`src/rtl/btn_debounce_if.sv`:
```
// Signal bundle between a raw push-button and its conditioner:
// the raw level goes in, debounced press plus click/long_press pulses come out.
interface btn_debounce_if;
   logic usr_btn;
   logic click;
   logic press;
   logic long_press;

   modport master (output usr_btn, input click, press, long_press);
   modport slave  (input usr_btn, output click, press, long_press);
endinterface

```
`src/rtl/btn_debounce.sv`:
```
// Push-button conditioner: synchronize, debounce, and emit click / long_press pulses.
// BTN_SYNC_EN defined: 2-flop input synchronizer; undefined: single input register.
module btn_debounce #(
   parameter int CLK_FREQUENCY          = 100000000,
   parameter int BUTTON_INPUT_LEVEL     = 1,
   parameter int CLICK_OUTPUT_LEVEL     = 1,
   parameter int CLICK_DEBOUNCE_MS      = 10,
   parameter int PRESS_OUTPUT_LEVEL     = 1,
   parameter int LONG_PRESS_DURATION_MS = 1000
) (
   input  logic          clk,
   input  logic          resetn,
   btn_debounce_if.slave btn
);
   // state       | meaning
   // ST_RELEASED | debounced level released (db=0)
   // ST_PRESSED  | debounced level pressed, hold time not yet reached
   // ST_LONG     | debounced level pressed, long_press already issued

   localparam int D       = CLK_FREQUENCY / 1000 * CLICK_DEBOUNCE_MS;
   localparam int D_EFF   = (D > 1) ? D : 1;
   localparam int L       = CLK_FREQUENCY / 1000 * LONG_PRESS_DURATION_MS;
   localparam int DW      = ($clog2(D_EFF + 1) > 1) ? $clog2(D_EFF + 1) : 1;
   localparam int HW      = ($clog2(L + 1) > 1) ? $clog2(L + 1) : 1;
   localparam bit LONG_EN = (L > 0);

   localparam logic [DW-1:0] DEB_LAST = DW'(D_EFF - 1);
   localparam logic [HW-1:0] HOLD_MAX = HW'(L);
   localparam logic [HW-1:0] HOLD_HIT = HW'(LONG_EN ? L - 1 : 0);

   localparam logic BTN_ACT     = (BUTTON_INPUT_LEVEL != 0);
   localparam logic BTN_REL     = !BTN_ACT;
   localparam logic PRESS_ACT   = (PRESS_OUTPUT_LEVEL != 0);
   localparam logic PRESS_INACT = !PRESS_ACT;
   localparam logic CLICK_ACT   = (CLICK_OUTPUT_LEVEL != 0);
   localparam logic CLICK_INACT = !CLICK_ACT;

   typedef enum logic [1:0] {ST_RELEASED, ST_PRESSED, ST_LONG} state_t;

   state_t          state;
   logic [DW-1:0]   deb_cnt;
   logic [HW-1:0]   hold_cnt;
   logic            btn_sync;
   logic            press_q;
   logic            click_q;
   logic            long_q;
   logic            p;
   logic            db;
   logic            deb_done;
   logic            long_hit;

`ifdef BTN_SYNC_EN
   logic btn_meta;

   always_ff @(posedge clk or negedge resetn) begin
      if (!resetn) begin
         btn_meta <= BTN_REL;
         btn_sync <= BTN_REL;
      end else begin
         btn_meta <= btn.usr_btn;
         btn_sync <= btn_meta;
      end
   end
`else
   always_ff @(posedge clk or negedge resetn) begin
      if (!resetn) begin
         btn_sync <= BTN_REL;
      end else begin
         btn_sync <= btn.usr_btn;
      end
   end
`endif

   assign p        = (btn_sync == BTN_ACT);
   assign db       = (state != ST_RELEASED);
   assign deb_done = (p != db) && (deb_cnt == DEB_LAST);
   assign long_hit = LONG_EN && (hold_cnt == HOLD_HIT);

   // A release in the same cycle the hold time would be reached counts as a click.
   always_ff @(posedge clk or negedge resetn) begin
      if (!resetn) begin
         state    <= ST_RELEASED;
         deb_cnt  <= '0;
         hold_cnt <= '0;
         press_q  <= PRESS_INACT;
         click_q  <= CLICK_INACT;
         long_q   <= PRESS_INACT;
      end else begin
         click_q <= CLICK_INACT;
         long_q  <= PRESS_INACT;

         if ((p == db) || deb_done) begin
            deb_cnt <= '0;
         end else begin
            deb_cnt <= deb_cnt + 1'b1;
         end

         if (!db) begin
            hold_cnt <= '0;
         end else if (hold_cnt != HOLD_MAX) begin
            hold_cnt <= hold_cnt + 1'b1;
         end

         case (state)
            ST_RELEASED: begin
               if (deb_done) begin
                  state   <= ST_PRESSED;
                  press_q <= PRESS_ACT;
               end
            end
            ST_PRESSED: begin
               if (deb_done) begin
                  state   <= ST_RELEASED;
                  press_q <= PRESS_INACT;
                  click_q <= CLICK_ACT;
               end else if (long_hit) begin
                  state  <= ST_LONG;
                  long_q <= PRESS_ACT;
               end
            end
            ST_LONG: begin
               if (deb_done) begin
                  state   <= ST_RELEASED;
                  press_q <= PRESS_INACT;
               end
            end
            default: begin
               state   <= ST_RELEASED;
               press_q <= PRESS_INACT;
            end
         endcase
      end
   end

   assign btn.press      = press_q;
   assign btn.click      = click_q;
   assign btn.long_press = long_q;
endmodule

```
`src/flat_wrapper.sv`:
```
// flat-port wrapper written by rule: the top's interface ports become plain ports
module btn_debounce_flat 
#(
   parameter int CLK_FREQUENCY          = 100000000,
   parameter int BUTTON_INPUT_LEVEL     = 1,
   parameter int CLICK_OUTPUT_LEVEL     = 1,
   parameter int CLICK_DEBOUNCE_MS      = 10,
   parameter int PRESS_OUTPUT_LEVEL     = 1,
   parameter int LONG_PRESS_DURATION_MS = 1000
)
  (clk, resetn, btn_usr_btn, btn_click, btn_press, btn_long_press);
  btn_debounce_if btn_i ();
  input  logic clk;
  input  logic resetn;
  input wire logic [$bits(btn_i.usr_btn)-1:0] btn_usr_btn;
  output wire logic [$bits(btn_i.click)-1:0] btn_click;
  output wire logic [$bits(btn_i.press)-1:0] btn_press;
  output wire logic [$bits(btn_i.long_press)-1:0] btn_long_press;
  assign btn_i.usr_btn = btn_usr_btn;
  assign btn_click = btn_i.click;
  assign btn_press = btn_i.press;
  assign btn_long_press = btn_i.long_press;
  btn_debounce #(.CLK_FREQUENCY(CLK_FREQUENCY), .BUTTON_INPUT_LEVEL(BUTTON_INPUT_LEVEL), .CLICK_OUTPUT_LEVEL(CLICK_OUTPUT_LEVEL), .CLICK_DEBOUNCE_MS(CLICK_DEBOUNCE_MS), .PRESS_OUTPUT_LEVEL(PRESS_OUTPUT_LEVEL), .LONG_PRESS_DURATION_MS(LONG_PRESS_DURATION_MS)) u_core (.clk(clk), .resetn(resetn), .btn(btn_i));
endmodule
```
`config.mk`:
```
export PLATFORM = sky130hd
export DESIGN_NAME = btn_debounce_flat
export DESIGN_NICKNAME = d
export VERILOG_FILES = /design/src/rtl/btn_debounce_if.sv /design/src/rtl/btn_debounce.sv /design/src/flat_wrapper.sv
export SDC_FILE = /design/constraint.sdc
export NUM_CORES = 1
export LEC_CHECK = 0
export ABC_AREA = 1
export BUFFER_PORTS_ARGS = -buffer_cell sky130_fd_sc_hd__clkbuf_2
export CORE_ASPECT_RATIO = 0.6
export CORE_MARGIN = 10
export CORE_UTILIZATION = 30
export CTS_CLUSTER_DIAMETER = 150
export CTS_CLUSTER_SIZE = 28
export DETAILED_ROUTE_END_ITERATION = 10
export PLACE_DENSITY = 0.54
export SYNTH_ARGS = -nofsm -noshare
export SYNTH_HDL_FRONTEND = slang
export SYNTH_SLANG_ARGS = --single-unit
export TNS_END_PERCENT = 5
```
`constraint.sdc`:
```
create_clock -name clk -period 1.46 [get_ports clk]
set_input_delay 0.292 -clock clk [delete_from_list [all_inputs] [get_ports clk]]
set_output_delay 0.292 -clock clk [all_outputs]
set_load 0.01 [all_outputs]
```
==> results of run 1 <==
-- stage by stage --
| step | hold WS, ns | total power, W |
|---|---|---|
| after floorplan | -0.00359 | 0.00154 |
| after global placement | 0.318 | 0.00159 |
| after detailed placement | 0.322 | 0.00160 |
| after CTS | 0.00649 | 0.00287 |
| after global routing | 0.0163 | 0.00296 |
| final | -0.0149 | 0.00285 |
-- power by group through the flow --
stage               clock network (W)  registers [W]  logic [W]
finish                        0.00127        0.00148   0.000102
global route                  0.00136        0.00148   0.000118
CTS                           0.00130        0.00148  0.0000882
detailed placement                  0        0.00151  0.0000862
global placement                    0        0.00151  0.0000845
floorplan                           0        0.00151  0.0000264
-- sequential cells by signal, indices dropped and copies added, names as in the netlist --
name and cells:
u_core.btn.click 1, u_core.hold_cnt 27, u_core.btn.press 1, u_core.state 2, u_core.btn.long_press 1, u_core.btn_sync 1, u_core.deb_cnt 20
-- cell usage in the layout (no fill, tap or decap), drive strengths merged --
cell type / count
nand2: 106
nor2: 95
inv: 55
dfrtp: 53
buf: 51
nand3: 24
nor3: 18
nand4: 17
o21ai: 14
clkbuf: 12
a21oi: 10
xnor2: 9
nor3b: 6
ha: 6
xor2: 5
a31oi: 2
clkinv: 2
or2: 2
nand3b: 1
o22ai: 1
o211ai: 1
a211oi: 1
-- routing by layer --
layer	GRT usage	vias up
li1	-	1492
met1	0.176	1400
met2	0.139	89
met3	0.0185	9
met4	0.0292	0
met5	0	-
-- worst max-delay path: stages (launching register included) --
cell and delay (ns):
dfrtp_1 0.36, ha_2 0.19, nand2_2 0.07, nor2_4 0.20, inv_2 0.08, buf_6 0.13
nor2_4 0.06, nand4_1 0.11, o211ai_1 0.11, nand2_1 0.07
-- cell type report --
| type | instances | area [um2] |
|---|---|---|
| clock buffer | 7 | 153 |
| fill | 1007 | 5990 |
| tap | 135 | 169 |
| clock inverter | 1 | 5.00 |
| inverter | 56 | 211 |
| multi-input combinational | 318 | 1800 |
| sequential | 53 | 1330 |
| timing repair buffer | 56 | 440 |
-- how the worst max path moves through the flow --
stage	depth (start not counted)	slack, ns	endpoint	start
finish	9	-0.03	u_core.btn.press	u_core.deb_cnt[1]
global route	6	-0.14	u_core.deb_cnt[11]	u_core.state[1]
CTS	8	-0.02	u_core.deb_cnt[10]	u_core.deb_cnt[1]
detailed placement	5	-0.13	u_core.deb_cnt[11]	u_core.state[0]
global placement	6	-0.01	u_core.hold_cnt[13]	u_core.hold_cnt[9]
floorplan	7	-0.001	u_core.state[0]	u_core.state[0]
-- cell families after synthesis --
| family | Yosys count | synth area share |
|---|---|---|
| AO/OA/AOI/OAI | 29 | 0.0484 |
| XOR/XNOR | 14 | 0.0410 |
| AND/OR/NAND/NOR | 267 | 0.395 |
| buffers and inverters | 60 | 0.0744 |
| adder cells (fa/ha/maj) | 6 | 0.0236 |
| flip-flops | 53 | 0.417 |
-- repair_timing --
item / 4_1_cts / 5_1_grt
buffers inserted: 1 / 5
cloned: 0 / 2
setup endpoints to repair: 24 / 50
pin swaps: 5 / 20
gates resized for setup: 7 / 39
==> metrics.md, run 1 <==
| Metric | Value |
|---|---|
| Initial DRC count | 211 |
| Outcome | complete, but fails checks |
| Logic pwr share | 0.036 |
| Syn_nets | 438 |
| Slew Viols, Final | 0 |
| Dpl hpwl | 6300 um |
| Placer Congestion | 0.894 |
| Setup ws final | -0.0320 ns |
| Seq cells post-synth | 53 |
| Die Y | 99.7 um |
| Max_cap viols | 0 |
| Startpoint types | register |
| Top cells by count, synth | 97 x nand2_1, 88 x nor2_1, 53 x dfrtp_1 |
| Setup slack at placement | -0.130 ns |
| Post-CTS Hold Buffers | 0 |
| Switch share | 0.214 |
| CP required | 1.64 ns |
| Worst VDD drop | 0.390 mV |
| Clock share of power | 0.444 |
| Clk sinks | 53 |
| Top post-synthesis cells by area | dfrtp_1 42%, nand2_1 11%, nor2_1 10% |
| Worst r2r path cells | 9 |
| Gr usage total | 0.109 |
| Placed cell area | 0.00372 mm2 |
| Asr flop ratio synth | 1.00 |
| Synth area leader | dfrtp_1 |
| CTS root buf | clkbuf_16 |
| Critical path class | register to register |
| Worst-Margin Slew | 0.289 ns |
| Pin count of the biggest net entering global routing | 54 |
| DR vias | 2990 |
| Final setup violation count | 13 |
| Initial antenna violation count | 0 |
| DIE AREA | 0.0152 mm2 |
| CTS H-tree lvls | 2 |
| CTS tree | built |
| Power share of the sequential group | 0.520 |
| Placed cells | 610 |
| Post-synth EDFFs | 0 |
| First drt pass iteration count | 5 |
| Post-Syn Area per Cell | 7.41 um2 |
| Clk slew on worst S/H paths | 0.07 ns |
| P_int | 0.00224 W |
| Via/cell ratio | 4.78 |
| HP Class | primary input to asynchronous set/reset pin |
| P per Cell Area | 695 mW/mm2 |
| Die Width | 153 um |
| Number of global-route vias before repair | 2778 |
| Post-Route WL | 8490 um |
| Fin util | 0.407 |
| N_diodes | 0 |
| Synthesized area | 0.00318 mm2 |
| P_sw | 0.000611 W |
| Post-synthesis cell type count | 34 |
| Met1 WL | 4620 um |
| Boundary Pins | 6 |
| R2r endpoint | u_core.btn.press |
| Yosys top cell area share | 0.417 |
| Layout Skew | 0.00932 ns |
| Sequential area share after synthesis | 0.417 |
| Worst reg2reg startpoint | u_core.deb_cnt[1] |
| TNS Setup | -0.183 ns |
| Post-Synthesis Cells | 429 |
| Max Buffers Root-to-Sink | 2 |
| Core outline area | 0.0101 mm2 |
| Crit share post-route | 1.02 |
| Area grow syn2layout | 29.2% |
| RSZ-0062 raised after global routing | true |
| Antenna Nets Post-Route | 0 |
| Global-route wire length before repair | 13900 um |
| Finished Cell Area | 0.00410 mm2 |
| Worst Path Max Fanout | 4 |
| Final worst path period need | 1.49 ns |
| Met3 Wirelength | 618 um |
| Standard-cell rows | 28 |
| Fin nets | 499 |
| Top sig layer | met4 |
| Peak Freq | 670 MHz |
| Rel. slew slack | 0.806 |
| IO buf count | 5 |
| Non-filler cells, final | 626 |
| Share of layout cells above drive strength 1 | 0.267 |
| Worst skew pair latency | 0.29 ns |
| Final Hold Violating Endpoints | 12 |
| GR Overflow Total | 0 |
| Worst EP arrival | 1.67 ns |
| Warnings from Yosys | 0 |
| Dominant synthesized flop cell | dfrtp_1 |
| Initial Utilization | 0.315 |
| Met2 Wirelength | 3150 um |
| Final hold slack | -0.0149 ns |
| Average wire per standard cell | 13.6 um |
| R2r setup slk | -0.03 ns |
| DRC viols | 0 |
| Crit end category | register |
| Cts bufs inserted | 5 |
| Cell leakage power | 1.77 nW |
| Count leader, synth | nand2_1 |
| Failing checks | hold timing, setup timing |
(Power assumes the default switching activity.)
==> run 2, diff against run 1 <==
--- a/config.mk
+++ b/config.mk
@@ -6,7 +6,7 @@
 export NUM_CORES = 1
 export LEC_CHECK = 0
 export ABC_AREA = 1
-export BUFFER_PORTS_ARGS = -buffer_cell sky130_fd_sc_hd__clkbuf_2
+export BUFFER_PORTS_ARGS = -buffer_cell sky130_fd_sc_hd__buf_2
 export CORE_ASPECT_RATIO = 0.6
 export CORE_MARGIN = 10
 export CORE_UTILIZATION = 30
==> run 2 against run 1 <==
Net effect:
- wire length increased by 5.9%
- non-clock buffer count unchanged
- critical path type unchanged
- maximum frequency increased by 2.4%
- global-route usage increased by 0.15 points
- the flow now finishes without violations
- die area unchanged
- critical endpoint is now u_core.state[1]
- hold slack improved by 0.12 ns
- clock power decreased by 6%
- via count increased by 0.67%
- register-to-register slack improved by 0.04 ns
- largest power group unchanged
==> metrics.md, run 2 (synthesis results as in run 1) <==
| Metric | Value |
|---|---|
| Outcome | finished, final reports clean (was complete, but fails checks) |
| Regs by FF count | u_core.hold_cnt x27, u_core.deb_cnt x20, u_core.state x2 (unchanged) |
| Final setup violation count | 0 (was 13) |
| Standard-cell rows | 28 (unchanged) |
| Fin nets | 500 (was 499) |
| Final Hold Violating Endpoints | 0 (was 12) |
| N_diodes | 0 (unchanged) |
| First drt pass iteration count | 4 (was 5) |
| Most common cell after layout, fill and taps aside | nand2_1 (unchanged) |
| Most frequent CP cell | nor2_4 (unchanged) |
| Slowest cell on crit path | dfrtp_1 (unchanged) |
| Most flops, register | u_core.hold_cnt (unchanged) |
| Clk slew on worst S/H paths | 0.07 ns (about the same) |
| Crit share post-route | 0.998 (was 1.02) |
| Pin count of the biggest net entering global routing | 42 (was 54) |
| Initial antenna violation count | 0 (unchanged) |
| Largest register FFs | 27 (unchanged) |
| HP Class | primary input to register (was primary input to asynchronous set/reset pin) |
| DIE AREA | 0.0152 mm2 (unchanged) |
| Slew Viols, Final | 0 (unchanged) |
| Die Y | 99.7 um (unchanged) |
| Worst r2r path cells | 8 (was 9) |
| Cell leakage power | 1.72 nW (was 1.77 nW) |
| Max Buffers Root-to-Sink | 2 (unchanged) |
| M2 GR Usage | 0.145 (was 0.139) |
| Worst Path Max Fanout | 4 (unchanged) |
| Crit path max-delay family | simple AND/OR/NAND/NOR gates (unchanged) |
| Gr usage total | 0.111 (was 0.109) |
| Clk sinks | 53 (unchanged) |
| Area of the multi-input gates | 0.00188 mm2 (was 0.00180 mm2) |
| Layout Skew | 0.00984 ns (was 0.00932 ns) |
| Average wire per standard cell | 14.3 um (was 13.6 um) |
| Core outline area | 0.0101 mm2 (unchanged) |
| Dpl hpwl | 6490 um (was 6300 um) |
| RSZ-0062 raised after global routing | true (unchanged) |
| Fill cell count | 1013 (was 1007) |
| Final worst path period need | 1.46 ns (was 1.49 ns) |
| Worst VDD drop | 0.365 mV (was 0.390 mV) |
| Area grow syn2layout | 31.8% (was 29.2%) |
| Cts bufs inserted | 5 (unchanged) |
| Number of global-route vias before repair | 2693 (was 2778) |
| Global-route wire length before repair | 13900 um (about the same) |
| Worst EP arrival | 1.65 ns (was 1.67 ns) |
| CTS root buf | clkbuf_16 (unchanged) |
| Stages on the worst setup path | 8 (was 9) |
| Cells along the critical path | ha_2, nand2_2, nor2_4, inv_2, nor2_4, nand3_2, nand3_1, nand2_1 (was ha_2, nand2_2, nor2_4, inv_2, buf_6, nor2_4, nand4_1, o211ai_1, nand2_1) |
| Rel. slew slack | 0.757 (was 0.806) |
| Initial Utilization | 0.315 (unchanged) |
| Startpoint types | register (unchanged) |
| DR vias | 3010 (was 2990) |
| Die Width | 153 um (unchanged) |
| Hold Crit Depth | 1 |
| Antenna Nets Post-Route | 0 (unchanged) |
| Max_cap viols | 0 (unchanged) |
| GR Overflow Total | 0 (unchanged) |
| Crit end category | register (unchanged) |
| Placer Congestion | 0.906 (was 0.894) |
| Crit path buffers/inverters | 1 (was 2) |
| CP required | 1.65 ns (was 1.64 ns) |
| Fin util | 0.415 (was 0.407) |
| Setup slack at placement | -0.128 ns (was -0.130 ns) |
| Peak Freq | 687 MHz (was 670 MHz) |
| DRC viols | 0 (unchanged) |
| CTS tree | built (unchanged) |
| Initial DRC count | 241 (was 211) |
| Worst-Margin Slew | 0.364 ns (was 0.289 ns) |
| Register Area | 0.00133 mm2 (about the same) |
| Critical path class | register to register (unchanged) |
| IO buf count | 5 (unchanged) |
| Boundary Pins | 6 (unchanged) |
| Met1 Usage GRT | 0.171 (was 0.176) |
| Worst skew pair latency | 0.30 ns (was 0.29 ns) |
| Global route hottest layer | met1 (unchanged) |
| CP peak stage delay | 0.35 ns (was 0.36 ns) |
| P per Cell Area | 667 mW/mm2 (was 695 mW/mm2) |
| Post-Route WL | 8990 um (was 8490 um) |
| Share of layout cells above drive strength 1 | 0.301 (was 0.267) |
| Setup ws final | 0.00344 ns (was -0.0320 ns) |
| Commonest non-fill, non-tap cells in the layout | 91 x nand2_1, 68 x nor2_1, 48 x dfrtp_1, 47 x buf_4, 44 x inv_1 (was 93 x nand2_1, 72 x nor2_1, 50 x dfrtp_1, 49 x inv_1, 47 x buf_4) |
| Via/cell ratio | 4.80 (was 4.78) |
| M3 GR Usage | 0.0271 (was 0.0185) |
| CTS H-tree lvls | 2 (unchanged) |
## run 2: cell count changes in the layout (fill, tap and decap cells not counted), moves of 5 or more
cell      before  now
inv_1         49   44
clkbuf_2       5    0
nor2_2        12   18
buf_2          0    5
## run 2: area by class of cell
type | count | area share
Inverter | 56 | 0.0511
Clock inverter | 1 | 0.00179
Sequential cell | 53 | 0.318
Clock buffer | 7 | 0.0317
Multi-Input combinational cell | 319 | 0.450
Timing Repair Buffer | 56 | 0.107
Tap cell | 135 | 0.0403
## run 2: power by group
part           total (W)  internal [W]  switching [W]
registers        0.00148       0.00147     0.00000705
logic           0.000115     0.0000434      0.0000714
clock network    0.00120      0.000640       0.000558
## run 2: timing repair
action                                  in CTS  in global routing
gates resized for setup                      9                 60
gates cloned                                 0                  3
pin swaps                                    4                 17
hold buffers                                 1                  0
buffers inserted                             1                  6
endpoints found under the setup margin      24                 47
hold endpoints to repair                    12                  0
## run 2: per-layer routing
layer | part of all wire | routed length [um]
met5 | 0 | 0
met4 | 0.0088 | 79
met3 | 0.061 | 547
met2 | 0.38 | 3440
met1 | 0.55 | 4930
## run 2: path summary, 6_finish.rpt
kind / startpoint / to / slack, ns
min in group asynchronous: resetn / u_core.hold_cnt[0] / 0.43
min: btn_usr_btn / u_core.btn_sync / 0.10
max in group asynchronous: resetn / u_core.hold_cnt[16] / 0.45
max reg2reg: u_core.deb_cnt[0] / u_core.state[1] / 0.003
min reg2reg: u_core.hold_cnt[7] / u_core.hold_cnt[7] / 0.51
max: u_core.deb_cnt[0] / u_core.state[1] / 0.003
## run 2: through the flow
stage	total power [W]	hold WS [ns]	cells	area (um2)	TNS, ns
after floorplan	0.00154	-0.00359	429	3180	-0.00222
after global placement	0.00159	0.223	608	3700	-0.0718
after detailed placement	0.00160	0.228	608	3700	-0.859
after CTS	0.00280	0.100	618	3910	-0.141
after global routing	0.00290	0.102	627	4190	-1.38
final	0.00279	0.104	627	4190	0
==> run 3, diff against run 2 <==
--- a/config.mk
+++ b/config.mk
@@ -14,6 +14,7 @@
 export CTS_CLUSTER_SIZE = 28
 export DETAILED_ROUTE_END_ITERATION = 10
 export PLACE_DENSITY = 0.54
+export SETUP_SLACK_MARGIN = 0.05
 export SYNTH_ARGS = -nofsm -noshare
 export SYNTH_HDL_FRONTEND = slang
 export SYNTH_SLANG_ARGS = --single-unit
==> run 3 against run 2 <==
Net effect:
- via count barely moved
- combinational power fell by 11%
- clock power barely moved
- flip-flop and latch count stayed put
- clock-buffer cell count decreased by 2
- first-iteration DRC count fell by 14%
- final area shrank 1.3%
- utilization is 0.52 points lower
==> metrics.md, run 3 (synthesis results as in run 1) <==
| Metric | Value |
|---|---|
| CTS tree | built (unchanged) |
| Worst EP arrival | 1.63 ns (was 1.65 ns) |
| N_diodes | 0 (unchanged) |
| Peak Freq | 694 MHz (was 687 MHz) |
| Max Buffers Root-to-Sink | 2 (unchanged) |
| Die Y | 99.7 um (unchanged) |
| Cts bufs inserted | 5 (unchanged) |
| Non-filler cells, final | 627 (unchanged) |
| Crit share post-route | 0.987 (was 0.998) |
| Post-Route WL | 8660 um (was 8990 um) |
| Most flops, register | u_core.hold_cnt (unchanged) |
| Share of layout cells above drive strength 1 | 0.280 (was 0.301) |
| Regs by FF count | u_core.hold_cnt x27, u_core.deb_cnt x20, u_core.state x2 (unchanged) |
| Worst VDD drop | 0.417 mV (was 0.365 mV) |
| Clk slew on worst S/H paths | 0.07 ns (about the same) |
| Global-route wire length before repair | 13700 um (was 13900 um) |
| Commonest non-fill, non-tap cells in the layout | 90 x nand2_1, 73 x nor2_1, 50 x dfrtp_1, 48 x buf_4, 46 x inv_1 (was 91 x nand2_1, 68 x nor2_1, 48 x dfrtp_1, 47 x buf_4, 44 x inv_1) |
| Final Hold Violating Endpoints | 0 (unchanged) |
| Largest register FFs | 27 (unchanged) |
| CTS H-tree lvls | 2 (unchanged) |
| P_int | 0.00215 W (was 0.00216 W) |
| Gr usage total | 0.110 (was 0.111) |
| Setup ws final | 0.0185 ns (was 0.00344 ns) |
| Area grow syn2layout | 30.2% (was 31.8%) |
| Most common cell after layout, fill and taps aside | nand2_1 (unchanged) |
| Fill cell count | 1013 (unchanged) |
| Pin count of the biggest net entering global routing | 54 (was 42) |
| Number of global-route vias before repair | 2670 (was 2693) |
| Met1 WL | 4660 um (was 4930 um) |
| Hold Crit Depth | 1 (unchanged) |
| Average wire per standard cell | 13.8 um (was 14.3 um) |
| CTS root buf | clkbuf_16 (unchanged) |
| Fin nets | 500 (unchanged) |
| Initial antenna violation count | 0 (unchanged) |
| Worst-Margin Slew | 0.403 ns (was 0.364 ns) |
| Setup slack at placement | -0.134 ns (was -0.128 ns) |
| Final hold slack | 0.101 ns (was 0.104 ns) |
| Clock share of power | 0.427 (was 0.429) |
| Crit end category | register (unchanged) |
| Critical path class | register to register (unchanged) |
| First drt pass iteration count | 5 (was 4) |
| Antenna Nets Post-Route | 0 (unchanged) |
| IO buf count | 5 (unchanged) |
| Top sig layer | met4 (unchanged) |
| P_sw | 0.000620 W (was 0.000636 W) |
| Boundary Pins | 6 (unchanged) |
| Placer Congestion | 0.904 (was 0.906) |
| Initial DRC count | 207 (was 241) |
| HP Class | primary input to register (unchanged) |
| Standard-cell rows | 28 (unchanged) |
| Outcome | finished, final reports clean (unchanged) |
| Rel. slew slack | 0.729 (was 0.757) |
| Clk sinks | 53 (unchanged) |
| Final worst path period need | 1.44 ns (was 1.46 ns) |
| Placed cells | 608 (unchanged) |
| Initial Utilization | 0.315 (unchanged) |
| Logic pwr share | 0.037 (was 0.041) |
| Worst Path Max Fanout | 7 (was 4) |
| P per Cell Area | 669 mW/mm2 (was 667 mW/mm2) |
| Max_cap viols | 0 (unchanged) |
| Switch share | 0.224 (was 0.228) |
| Power share of the sequential group | 0.536 (was 0.530) |
| Cell leakage power | 1.78 nW (was 1.72 nW) |
| GR Overflow Total | 0 (unchanged) |
| Core outline area | 0.0101 mm2 (unchanged) |
| Die Width | 153 um (unchanged) |
| Startpoint types | register (unchanged) |
| Via/cell ratio | 4.80 (about the same) |
| Slew Viols, Final | 0 (unchanged) |
| Layout Skew | 0.00676 ns (was 0.00984 ns) |
| DRC viols | 0 (unchanged) |
| Worst r2r path cells | 7 (was 8) |
| CP required | 1.64 ns (was 1.65 ns) |
| Worst skew pair latency | 0.29 ns (was 0.30 ns) |
| Met3 Wirelength | 558 um (was 547 um) |
| DIE AREA | 0.0152 mm2 (unchanged) |
| RSZ-0062 raised after global routing | true (unchanged) |
| Final setup violation count | 0 (unchanged) |
| DR vias | 3012 (was 3010) |
| Dpl hpwl | 6350 um (was 6490 um) |
| Met2 Wirelength | 3350 um (was 3440 um) |
run 3: per-stage QoR:
step / power [W] / TNS [ns] / util / instance area, um2
floorplan: 0.00154 / 0 / - / 3200
global placement: 0.00160 / -0.268 / 0.368 / 3710
detailed placement: 0.00160 / -0.679 / 0.368 / 3710
CTS: 0.00282 / 0 / 0.399 / 4020
global route: 0.00289 / -0.761 / 0.410 / 4140
finish: 0.00277 / 0 / 0.410 / 4140
run 3: layer usage:
| metal | track usage | vias up |
|---|---|---|
| li1 | - | 1498 |
| met5 | 0 | - |
| met1 | 0.171 | 1435 |
| met3 | 0.0237 | 5 |
| met4 | 0.0307 | 0 |
| met2 | 0.144 | 74 |
run 3: final cells by class:
class / count / area [um2] / area share
clock buffer: 5 / 125 / 0.0303
clock inverter: 3 / 17.5 / 0.00424
inverter: 56 / 214 / 0.0517
multi-input combinational: 318 / 1820 / 0.441
sequential: 53 / 1330 / 0.322
tap: 135 / 169 / 0.0408
timing repair buffer: 57 / 455 / 0.110
run 3: worst paths after layout:
kind                                         from                  to  slack [ns]
min in group asynchronous                  resetn  u_core.hold_cnt[1]        0.52
worst min-delay path                  btn_usr_btn     u_core.btn_sync        0.10
max in group asynchronous                  resetn  u_core.hold_cnt[2]        0.67
worst max register to register    u_core.state[1]    u_core.btn.press        0.02
worst max-delay path              u_core.state[1]    u_core.btn.press        0.02
worst min register to register  u_core.deb_cnt[3]   u_core.deb_cnt[3]        0.51
run 3: repair_timing:
item | CTS | global route
pin swaps | 9 | 16
setup endpoints to repair | 35 | 48
hold buffers | 1 | 0
gates resized for setup | 23 | 30
endpoints found under the hold margin | 12 | 0
buffers inserted | 4 | 4
gates cloned | 2 | 0
run 3: critical path, stage by stage (launching register included):
cell	delay, ns
dfrtp_1	0.40
inv_1	0.12
ha_4	0.19
xnor2_4	0.12
buf_12	0.16
nand4_1	0.14
o211ai_1	0.12
nand2_1	0.08
run 3: power by group through the flow:
stage	registers (W)	clock network [W]	logic (W)
2_1_floorplan	0.00151	0	0.0000278
3_3_place_gp	0.00151	0	0.0000856
3_5_place_dp	0.00151	0	0.0000855
4_1_cts	0.00148	0.00123	0.000104
5_1_grt	0.00148	0.00129	0.000116
6_report	0.00148	0.00118	0.000102
